<file path="config.mk">
export PLATFORM = sky130hd
export DESIGN_NAME = seq_state_decoder_flat
export DESIGN_NICKNAME = d
export VERILOG_FILES = /design/src/rtl/seq_state_decoder_pkg.sv /design/src/rtl/seq_state_decoder_if.sv /design/src/rtl/seq_state_decoder_checker.sv /design/src/rtl/seq_state_decoder.sv /design/src/flat_wrapper.sv
export SDC_FILE = /design/constraint.sdc
export NUM_CORES = 1
export LEC_CHECK = 0
export BUFFER_PORTS_ARGS = -buffer_cell sky130_fd_sc_hd__buf_2
export CORE_MARGIN = 2
export CORE_UTILIZATION = 64
export DETAILED_ROUTE_END_ITERATION = 16
export PLACE_DENSITY = 0.84
export SETUP_SLACK_MARGIN = 0.3
export SYNTH_ARGS = -nofsm -noshare
export SYNTH_HDL_FRONTEND = slang
export SYNTH_SLANG_ARGS = --single-unit
</file>
<file path="constraint.sdc">
create_clock -name clock -period 37.5 [get_ports clock]
set_clock_uncertainty 0.1 [all_clocks]
set_input_delay 5.625 -clock clock [delete_from_list [all_inputs] [get_ports clock]]
set_output_delay 5.625 -clock clock [all_outputs]
set_load 0.05 [all_outputs]
</file>
<file path="src/rtl/seq_state_decoder_pkg.sv">
// Shared definitions for the relay sequencer state decoder: instruction
// classes, one-hot state constants, final-state lookup and error codes.
package relay_seq_pkg;

    localparam int NUM_STATES_C = 24;

    // Instruction class codes as presented by the decode logic.
    typedef enum logic [3:0] {
        CLS_MOV8  = 4'b0000,
        CLS_ALU   = 4'b1000,
        CLS_SETAB = 4'b0100,
        CLS_LDST  = 4'b1001,
        CLS_MOV16 = 4'b1010,
        CLS_INCXY = 4'b1011,
        CLS_GOTO  = 4'b1100
    } inst_class_e;

    // One-hot encodings of the states the decoder and checker care about.
    localparam logic [NUM_STATES_C-1:0] ST_1  = 24'h00_0001;
    localparam logic [NUM_STATES_C-1:0] ST_8  = 24'h00_0080;
    localparam logic [NUM_STATES_C-1:0] ST_12 = 24'h00_0800;
    localparam logic [NUM_STATES_C-1:0] ST_14 = 24'h00_2000;
    localparam logic [NUM_STATES_C-1:0] ST_24 = 24'h80_0000;

    // Sequence checker error causes.
    localparam logic [1:0] ERR_NONE   = 2'd0;
    localparam logic [1:0] ERR_ONEHOT = 2'd1;
    localparam logic [1:0] ERR_SUCC   = 2'd2;
    localparam logic [1:0] ERR_CLASS  = 2'd3;

    // Checker FSM states.
    typedef enum logic {
        CHK_UNSYNC = 1'b0,
        CHK_TRACK  = 1'b1
    } chk_state_e;

    // Last sequencer state (1-based) of an instruction of the given class.
    // Unknown codes run the full 24-state walk like goto.
    function automatic logic [4:0] final_state(input logic [3:0] cls);
        case (cls)
            CLS_MOV8, CLS_ALU, CLS_SETAB: final_state = 5'd8;
            CLS_LDST, CLS_MOV16:          final_state = 5'd12;
            CLS_INCXY:                    final_state = 5'd14;
            default:                      final_state = 5'd24;
        endcase
    endfunction

endpackage

</file>
<file path="src/rtl/seq_state_decoder_if.sv">
// Bus between the sequencer (master) and the state decoder (slave):
// one-hot state plus instruction class in, decoded strobes and status out.
interface seq_state_decoder_if #(
    parameter int NUM_STATES = 24,
    parameter int CNT_W      = 16
);
    logic [NUM_STATES-1:0] state_i;
    logic [3:0]            instruction_bits;
    logic [4:0]            cycle_idx;
    logic                  sel_pc;
    logic                  mem_rd;
    logic                  ld_inst;
    logic                  ld_inc;
    logic                  sel_inc_ld_pc;
    logic                  instr_done;
    logic [CNT_W-1:0]      instr_count;
    logic                  seq_err;
    logic [1:0]            err_code;

    modport master (
        output state_i, instruction_bits,
        input  cycle_idx, sel_pc, mem_rd, ld_inst, ld_inc, sel_inc_ld_pc,
               instr_done, instr_count, seq_err, err_code
    );

    modport slave (
        input  state_i, instruction_bits,
        output cycle_idx, sel_pc, mem_rd, ld_inst, ld_inc, sel_inc_ld_pc,
               instr_done, instr_count, seq_err, err_code
    );
endinterface

</file>
<file path="src/rtl/seq_state_decoder_checker.sv">
// Sequence protocol checker: locks onto state_1, then predicts each
// successor and records the first violation as a sticky error.
module seq_checker
    import relay_seq_pkg::*;
(
    input  logic       clock,
    input  logic       reset,
    input  logic       i_onehot,
    input  logic [4:0] i_hot_idx,
    input  logic       i_final_hit,
    input  logic [3:0] i_instr_bits,
    input  logic [3:0] i_class,
    output logic       o_seq_err,
    output logic [1:0] o_err_code
);

    chk_state_e r_state;
    chk_state_e w_state_next;
    logic [4:0] r_prev_idx;
    logic       r_prev_final;
    logic       r_seq_err;
    logic [1:0] r_err_code;
    logic       w_err_hit;
    logic [1:0] w_err_cause;
    logic [4:0] w_pred_idx;

    // Next state and error detection; causes are ranked not-one-hot first.
    always_comb begin
        w_state_next = r_state;
        w_err_hit    = 1'b0;
        w_err_cause  = ERR_NONE;
        w_pred_idx   = r_prev_final ? 5'd1 : (r_prev_idx + 5'd1);
        case (r_state)
            CHK_UNSYNC: begin
                if (i_onehot && (i_hot_idx == 5'd1)) begin
                    w_state_next = CHK_TRACK;
                end
            end
            CHK_TRACK: begin
                if (!i_onehot) begin
                    w_err_hit   = 1'b1;
                    w_err_cause = ERR_ONEHOT;
                end else if (i_hot_idx != w_pred_idx) begin
                    w_err_hit   = 1'b1;
                    w_err_cause = ERR_SUCC;
                end else if (((i_hot_idx == 5'd12) || (i_hot_idx == 5'd14)) &&
                             (i_instr_bits != i_class)) begin
                    w_err_hit   = 1'b1;
                    w_err_cause = ERR_CLASS;
                end
                if (w_err_hit) begin
                    w_state_next = CHK_UNSYNC;
                end
            end
            default: w_state_next = CHK_UNSYNC;
        endcase
    end

    // State register, predecessor history and sticky first-error capture.
    always_ff @(posedge clock) begin
        if (reset) begin
            r_state      <= CHK_UNSYNC;
            r_prev_idx   <= 5'd0;
            r_prev_final <= 1'b0;
            r_seq_err    <= 1'b0;
            r_err_code   <= ERR_NONE;
        end else begin
            r_state      <= w_state_next;
            r_prev_idx   <= i_hot_idx;
            r_prev_final <= i_final_hit;
            if (w_err_hit && !r_seq_err) begin
                r_seq_err  <= 1'b1;
                r_err_code <= w_err_cause;
            end
        end
    end

    assign o_seq_err  = r_seq_err;
    assign o_err_code = r_err_code;

endmodule

</file>
<file path="src/rtl/seq_state_decoder.sv">
// Decodes the sequencer's 24-line one-hot state and the instruction class
// into a registered cycle index, fetch strobes, end-of-instruction pulse
// and retired-instruction count. Define SEQ_CHECK_EN to build the
// sequence checker (seq_err / err_code); otherwise both read 0.
// The decode ranges assume NUM_STATES is exactly 24.
module seq_state_decoder
    import relay_seq_pkg::*;
#(
    parameter int NUM_STATES = 24,
    parameter int CNT_W      = 16
) (
    input logic               clock,
    input logic               reset,
    seq_state_decoder_if.slave bus
);

    logic [4:0]       w_hot_cnt;
    logic [4:0]       w_hot_idx;
    logic             w_onehot;
    logic [4:0]       w_idx;
    logic             w_is_s8;
    logic [4:0]       w_final;
    logic             w_done;
    logic             w_seq_err;
    logic [1:0]       w_err_code;

    logic [3:0]       r_class;
    logic [4:0]       r_cycle_idx;
    logic             r_sel_pc;
    logic             r_mem_rd;
    logic             r_ld_inst;
    logic             r_ld_inc;
    logic             r_sel_inc_ld_pc;
    logic             r_done;
    logic [CNT_W-1:0] r_count;

    // Count hot lines and remember the (1-based) index of the hot one.
    always_comb begin
        w_hot_cnt = 5'd0;
        w_hot_idx = 5'd0;
        for (int k = 0; k < NUM_STATES; k++) begin
            if (bus.state_i[k]) begin
                w_hot_cnt = w_hot_cnt + 5'd1;
                w_hot_idx = 5'(k + 1);
            end
        end
    end

    assign w_onehot = (w_hot_cnt == 5'd1);
    assign w_idx    = w_onehot ? w_hot_idx : 5'd0;
    assign w_is_s8  = (bus.state_i == ST_8);

    // At state_8 the class is only being latched now, so decide on the live bits.
    assign w_final  = w_is_s8 ? final_state(bus.instruction_bits) : final_state(r_class);
    assign w_done   = w_onehot && (w_hot_idx == w_final);

    // Registered decode outputs, class latch and retired counter (wraps naturally).
    always_ff @(posedge clock) begin
        if (reset) begin
            r_class         <= 4'd0;
            r_cycle_idx     <= 5'd0;
            r_sel_pc        <= 1'b0;
            r_mem_rd        <= 1'b0;
            r_ld_inst       <= 1'b0;
            r_ld_inc        <= 1'b0;
            r_sel_inc_ld_pc <= 1'b0;
            r_done          <= 1'b0;
            r_count         <= '0;
        end else begin
            if (w_is_s8) begin
                r_class <= bus.instruction_bits;
            end
            r_cycle_idx     <= w_idx;
            r_sel_pc        <= (w_idx >= 5'd1) && (w_idx <= 5'd6);
            r_mem_rd        <= (w_idx >= 5'd2) && (w_idx <= 5'd5);
            r_ld_inst       <= (w_idx >= 5'd3) && (w_idx <= 5'd4);
            r_ld_inc        <= (w_idx >= 5'd2) && (w_idx <= 5'd5);
            r_sel_inc_ld_pc <= (w_idx >= 5'd7) && (w_idx <= 5'd8);
            r_done          <= w_done;
            r_count         <= r_count + CNT_W'(w_done);
        end
    end

`ifdef SEQ_CHECK_EN
    seq_checker u_checker (
        .clock        (clock),
        .reset        (reset),
        .i_onehot     (w_onehot),
        .i_hot_idx    (w_hot_idx),
        .i_final_hit  (w_done),
        .i_instr_bits (bus.instruction_bits),
        .i_class      (r_class),
        .o_seq_err    (w_seq_err),
        .o_err_code   (w_err_code)
    );
`else
    assign w_seq_err  = 1'b0;
    assign w_err_code = ERR_NONE;
`endif

    assign bus.cycle_idx     = r_cycle_idx;
    assign bus.sel_pc        = r_sel_pc;
    assign bus.mem_rd        = r_mem_rd;
    assign bus.ld_inst       = r_ld_inst;
    assign bus.ld_inc        = r_ld_inc;
    assign bus.sel_inc_ld_pc = r_sel_inc_ld_pc;
    assign bus.instr_done    = r_done;
    assign bus.instr_count   = r_count;
    assign bus.seq_err       = w_seq_err;
    assign bus.err_code      = w_err_code;

endmodule

</file>
<file path="src/flat_wrapper.sv">
// flat-port wrapper written by rule: the top's interface ports become plain ports
module seq_state_decoder_flat import relay_seq_pkg::*;
#(
    parameter int NUM_STATES = 24,
    parameter int CNT_W      = 16
)
  (clock, reset, bus_state_i, bus_instruction_bits, bus_cycle_idx, bus_sel_pc, bus_mem_rd, bus_ld_inst, bus_ld_inc, bus_sel_inc_ld_pc, bus_instr_done, bus_instr_count, bus_seq_err, bus_err_code);
  seq_state_decoder_if #(.NUM_STATES(NUM_STATES), .CNT_W(CNT_W)) bus_i ();
  input logic clock;
  input logic reset;
  input wire logic [$bits(bus_i.state_i)-1:0] bus_state_i;
  input wire logic [$bits(bus_i.instruction_bits)-1:0] bus_instruction_bits;
  output wire logic [$bits(bus_i.cycle_idx)-1:0] bus_cycle_idx;
  output wire logic [$bits(bus_i.sel_pc)-1:0] bus_sel_pc;
  output wire logic [$bits(bus_i.mem_rd)-1:0] bus_mem_rd;
  output wire logic [$bits(bus_i.ld_inst)-1:0] bus_ld_inst;
  output wire logic [$bits(bus_i.ld_inc)-1:0] bus_ld_inc;
  output wire logic [$bits(bus_i.sel_inc_ld_pc)-1:0] bus_sel_inc_ld_pc;
  output wire logic [$bits(bus_i.instr_done)-1:0] bus_instr_done;
  output wire logic [$bits(bus_i.instr_count)-1:0] bus_instr_count;
  output wire logic [$bits(bus_i.seq_err)-1:0] bus_seq_err;
  output wire logic [$bits(bus_i.err_code)-1:0] bus_err_code;
  assign bus_i.state_i = bus_state_i;
  assign bus_i.instruction_bits = bus_instruction_bits;
  assign bus_cycle_idx = bus_i.cycle_idx;
  assign bus_sel_pc = bus_i.sel_pc;
  assign bus_mem_rd = bus_i.mem_rd;
  assign bus_ld_inst = bus_i.ld_inst;
  assign bus_ld_inc = bus_i.ld_inc;
  assign bus_sel_inc_ld_pc = bus_i.sel_inc_ld_pc;
  assign bus_instr_done = bus_i.instr_done;
  assign bus_instr_count = bus_i.instr_count;
  assign bus_seq_err = bus_i.seq_err;
  assign bus_err_code = bus_i.err_code;
  seq_state_decoder #(.NUM_STATES(NUM_STATES), .CNT_W(CNT_W)) u_core (.clock(clock), .reset(reset), .bus(bus_i));
endmodule
</file>
==> summary.txt <==
GRT
  – Global-route wire length before repair: 15.6 mm
  – Vias in the first global route: 3595
  – Overall Global Routing Usage: 25.8%
  – Initial antenna violation count: 0
  – Pin count of the biggest net entering global routing: 22
  – Total gr overflow: 0

Floorplan
  – Top Ports: 60
  – Die Y: 84.8 um
  – Initial core utilization: 66.1%
  – Die area: 0.00719 sq mm
  – Die Width: 84.8 um
  – # rows: 29
  – Core ar.: 0.00631 sq mm

Route
  – Final ANT Viol Nets: 0
  – Post-DR wirelength/cell: 14.0 um
  – 1st-iter DRT viols: 253
  – DRT Wirelength: 9.03 mm
  – Routed via count: 3813
  – DR DRC count: 0
  – Vias per inst: 5.91
  – Pre-antenna DRT Iters: 5

Clock network
  – CTS clock-pin slew for the worst setup and hold paths: 60 ps
  – Root buffer cell: clkbuf_8
  – Post-CTS setup buffers: 0
  – TritonCTS Buffers: 5
  – Post-CTS sizing: 0
  – CTS tree: done
  – H-tree levels: 2
  – CTS Buffer Depth: 2
  – Clk sinks: 30
  – Skew-Pair Late Insertion Delay: 280 ps
  – Post-CTS Hold Buffers: 0

Synth
  – Warnings from Yosys: 0
  – Mapped Cells: 531
  – Post-synth EDFFs: 0
  – Synth cell types: 67
  – Register area share after synthesis: 14.4%
  – Synth Flop Type: dfxtp_1
  – Synthesized area: 0.00418 sq mm
  – FFs w/ async S/R, synth: 0%
  – Synthesized area per cell: 7.86 sq um
  – Yosys reg bits: 30

Finish
  – FF+latch area: 601 sq um
  – FILL cells: 527
  – Layout Nets: 623
  – Footprint of the multi-input gates: 0.00337 sq mm
  – Most common cell after layout, fill and taps aside: nand2_1
  – Post-route design area: 0.00452 sq mm
  – Ant diodes: 0
  – Non-filler cells, final: 645
  – Commonest cells after routing, fill and taps aside: nand2_1, buf_2, nor2_1, xnor2_1, dfxtp_1
  – Fraction of layout cells with a size suffix above 1: 18.5%
  – P&R area growth vs syn: 8.21%

Timing
  – Worst-margin pin slew: 604 ps
  – Maximum clock frequency: 0.0493 GHz
  – Total negative slack: 0 ps
  – Slew HR: 59.2%
  – Final-report hold violation count: 0
  – RSZ-0062 raised after global routing: no
  – Max Slew Vio Count: 0
  – Setup-failing EPs final: 0
  – Fin crit period: 20290 ps
  – Final worst-path cycle share: 54.1%

Worst setup path
  – FF-to-FF setup slack: 34250 ps
  – Crit-path most repeated cell: ha_1
  – Critical path's slowest cell: or4_1
  – Worst setup SP type: input port
  – Worst Path Max Fanout: 6
  – Crit Path Category: in2reg
  – Critical R2R Launch: u_core.r_class[2]
  – CP Capture Type: register
  – Crit path DAT: 20350 ps
  – Worst setup path start: bus_state_i[1]
  – CP endpoint: u_core.bus.instr_count[10]
  – FF-to-FF End: u_core.bus.instr_count[10]
  – Buffers & Inverters on Critical Path: 7
  – Crit-path max cell delay: 420 ps
  – Worst reg2reg path depth: 13
  – Worst path required time: 37550 ps
  – CP top delay family: adder cells
  – Total stage count of the critical path: 79

Worst hold path
  – Hold Crit Class: reg2reg

Placement
  – Post-DP Area: 0.00443 sq mm
  – Placed insts: 637
  – Number of port buffers: 56
  – Dpl hpwl: 7.16 mm
  – Routability congestion estimate: 0.895

Status
  – Status: complete, no violations

Flow run
  – Max Cap Viol: 0
-- synthesized netlist by cell type (all sizes together), types with 2 or more instances --
library cell   n  area (sq um)
nand2         64           240
nor2          54           203
xnor2         51           537
xor2          33           372
dfxtp         30           601
o21ai         30           150
a21oi         29           145
ha            26           325
inv           22          82.6
clkbuf        20          75.1
nand3         20           110
nor4          11          83.8
mux2i         10           100
xnor3         10           233
buf            9          57.6
nor2b          9          56.3
o31ai          9          67.6
a211oi         6          55.1
nor3           6          30.0
o21bai         6          45.0
and3           5          31.3
nor3b          5          42.5
o22ai          5          37.5
or3            5          31.3
a31oi          4          25.0
nand2b         4          25.0
nor4b          4          35.0
or3b           4          35.0
a21o           3          22.5
and2           3          18.8
mux2           3          33.8
nand4          3          18.8
nand4b         3          26.3
or2            3          18.8
nand3b         2          15.0
o211ai         2          15.0
o311ai         2          17.5
o32ai          2          36.3
-- worst min-delay path by stage --
stage / cells after the start / slack [ps] / to / start
finish: 2 / 420 / u_core.bus.instr_count[15] / u_core.bus.instr_count[15]
global route: 2 / 450 / u_core.bus.instr_count[7] / u_core.bus.instr_count[7]
CTS: 2 / 420 / u_core.bus.instr_count[15] / u_core.bus.instr_count[15]
detailed placement: 2 / 400 / u_core.bus.instr_count[15] / u_core.bus.instr_count[15]
global placement: 2 / 370 / u_core.r_class[2] / u_core.r_class[2]
floorplan: 2 / 350 / u_core.r_class[2] / u_core.r_class[2]
-- routing by layer --
| metal | GRT usage (%) | wire length [um] | up-vias |
|---|---|---|---|
| met3 | 3.15 | 430 | 26 |
| met1 | 32.9 | 3880 | 1747 |
| met4 | 10.1 | 258 | 0 |
| met2 | 44.2 | 4460 | 124 |
| li1 | - | - | 1916 |
| met5 | 0 | 0 | - |
-- area by class of cell --
type	count	share of cell area, %
inverter	22	1.83
clock buffer	7	1.91
tap	77	2.13
timing repair buffer	56	6.20
multi-input combinational	452	74.5
clock inverter	1	0.111
sequential	30	13.3
-- state kept, by name, summed over array words and instances (netlist names) --
name,flops
u_core.bus.instr_done,1
u_core.bus.ld_inst,1
u_core.bus.instr_count,16
u_core.bus.sel_inc_ld_pc,1
u_core.r_class,4
u_core.bus.sel_pc,1
u_core.bus.cycle_idx,5
u_core.bus.mem_rd,1
-- cells by family (layout without fill, tap and decap cells) --
kind of cell,Yosys count,count (layout),synth area share [%]
and+or+nand+nor,208,208,25.1
AOI/OAI and AO/OA,108,108,16.9
xor gates and xnor gates,94,94,27.3
buffers and inverters,51,86,5.15
DFF,30,30,14.4
adders and majority gates,26,26,7.79
muxes,13,13,3.21
other,1,3,0.0898
-- tightest hold or removal path, cell delays in order (launching register included) --
cell and delay, ps:
dfxtp_1 350, xor2_1 70, nor2_1 70
-- through the flow --
step	hold WS, ps	utilization [%]	worst slack (ps)
final	422	71.6	17210
after CTS	421	71.6	17250
after global routing	453	71.6	15890
after global placement	368	70.1	17570
after detailed placement	405	70.1	17000
after floorplan	354	-	18490
Power is left out: the tool's default activity adds up to more than one toggle a clock period on the data nets, which glitch-free logic cannot reach.
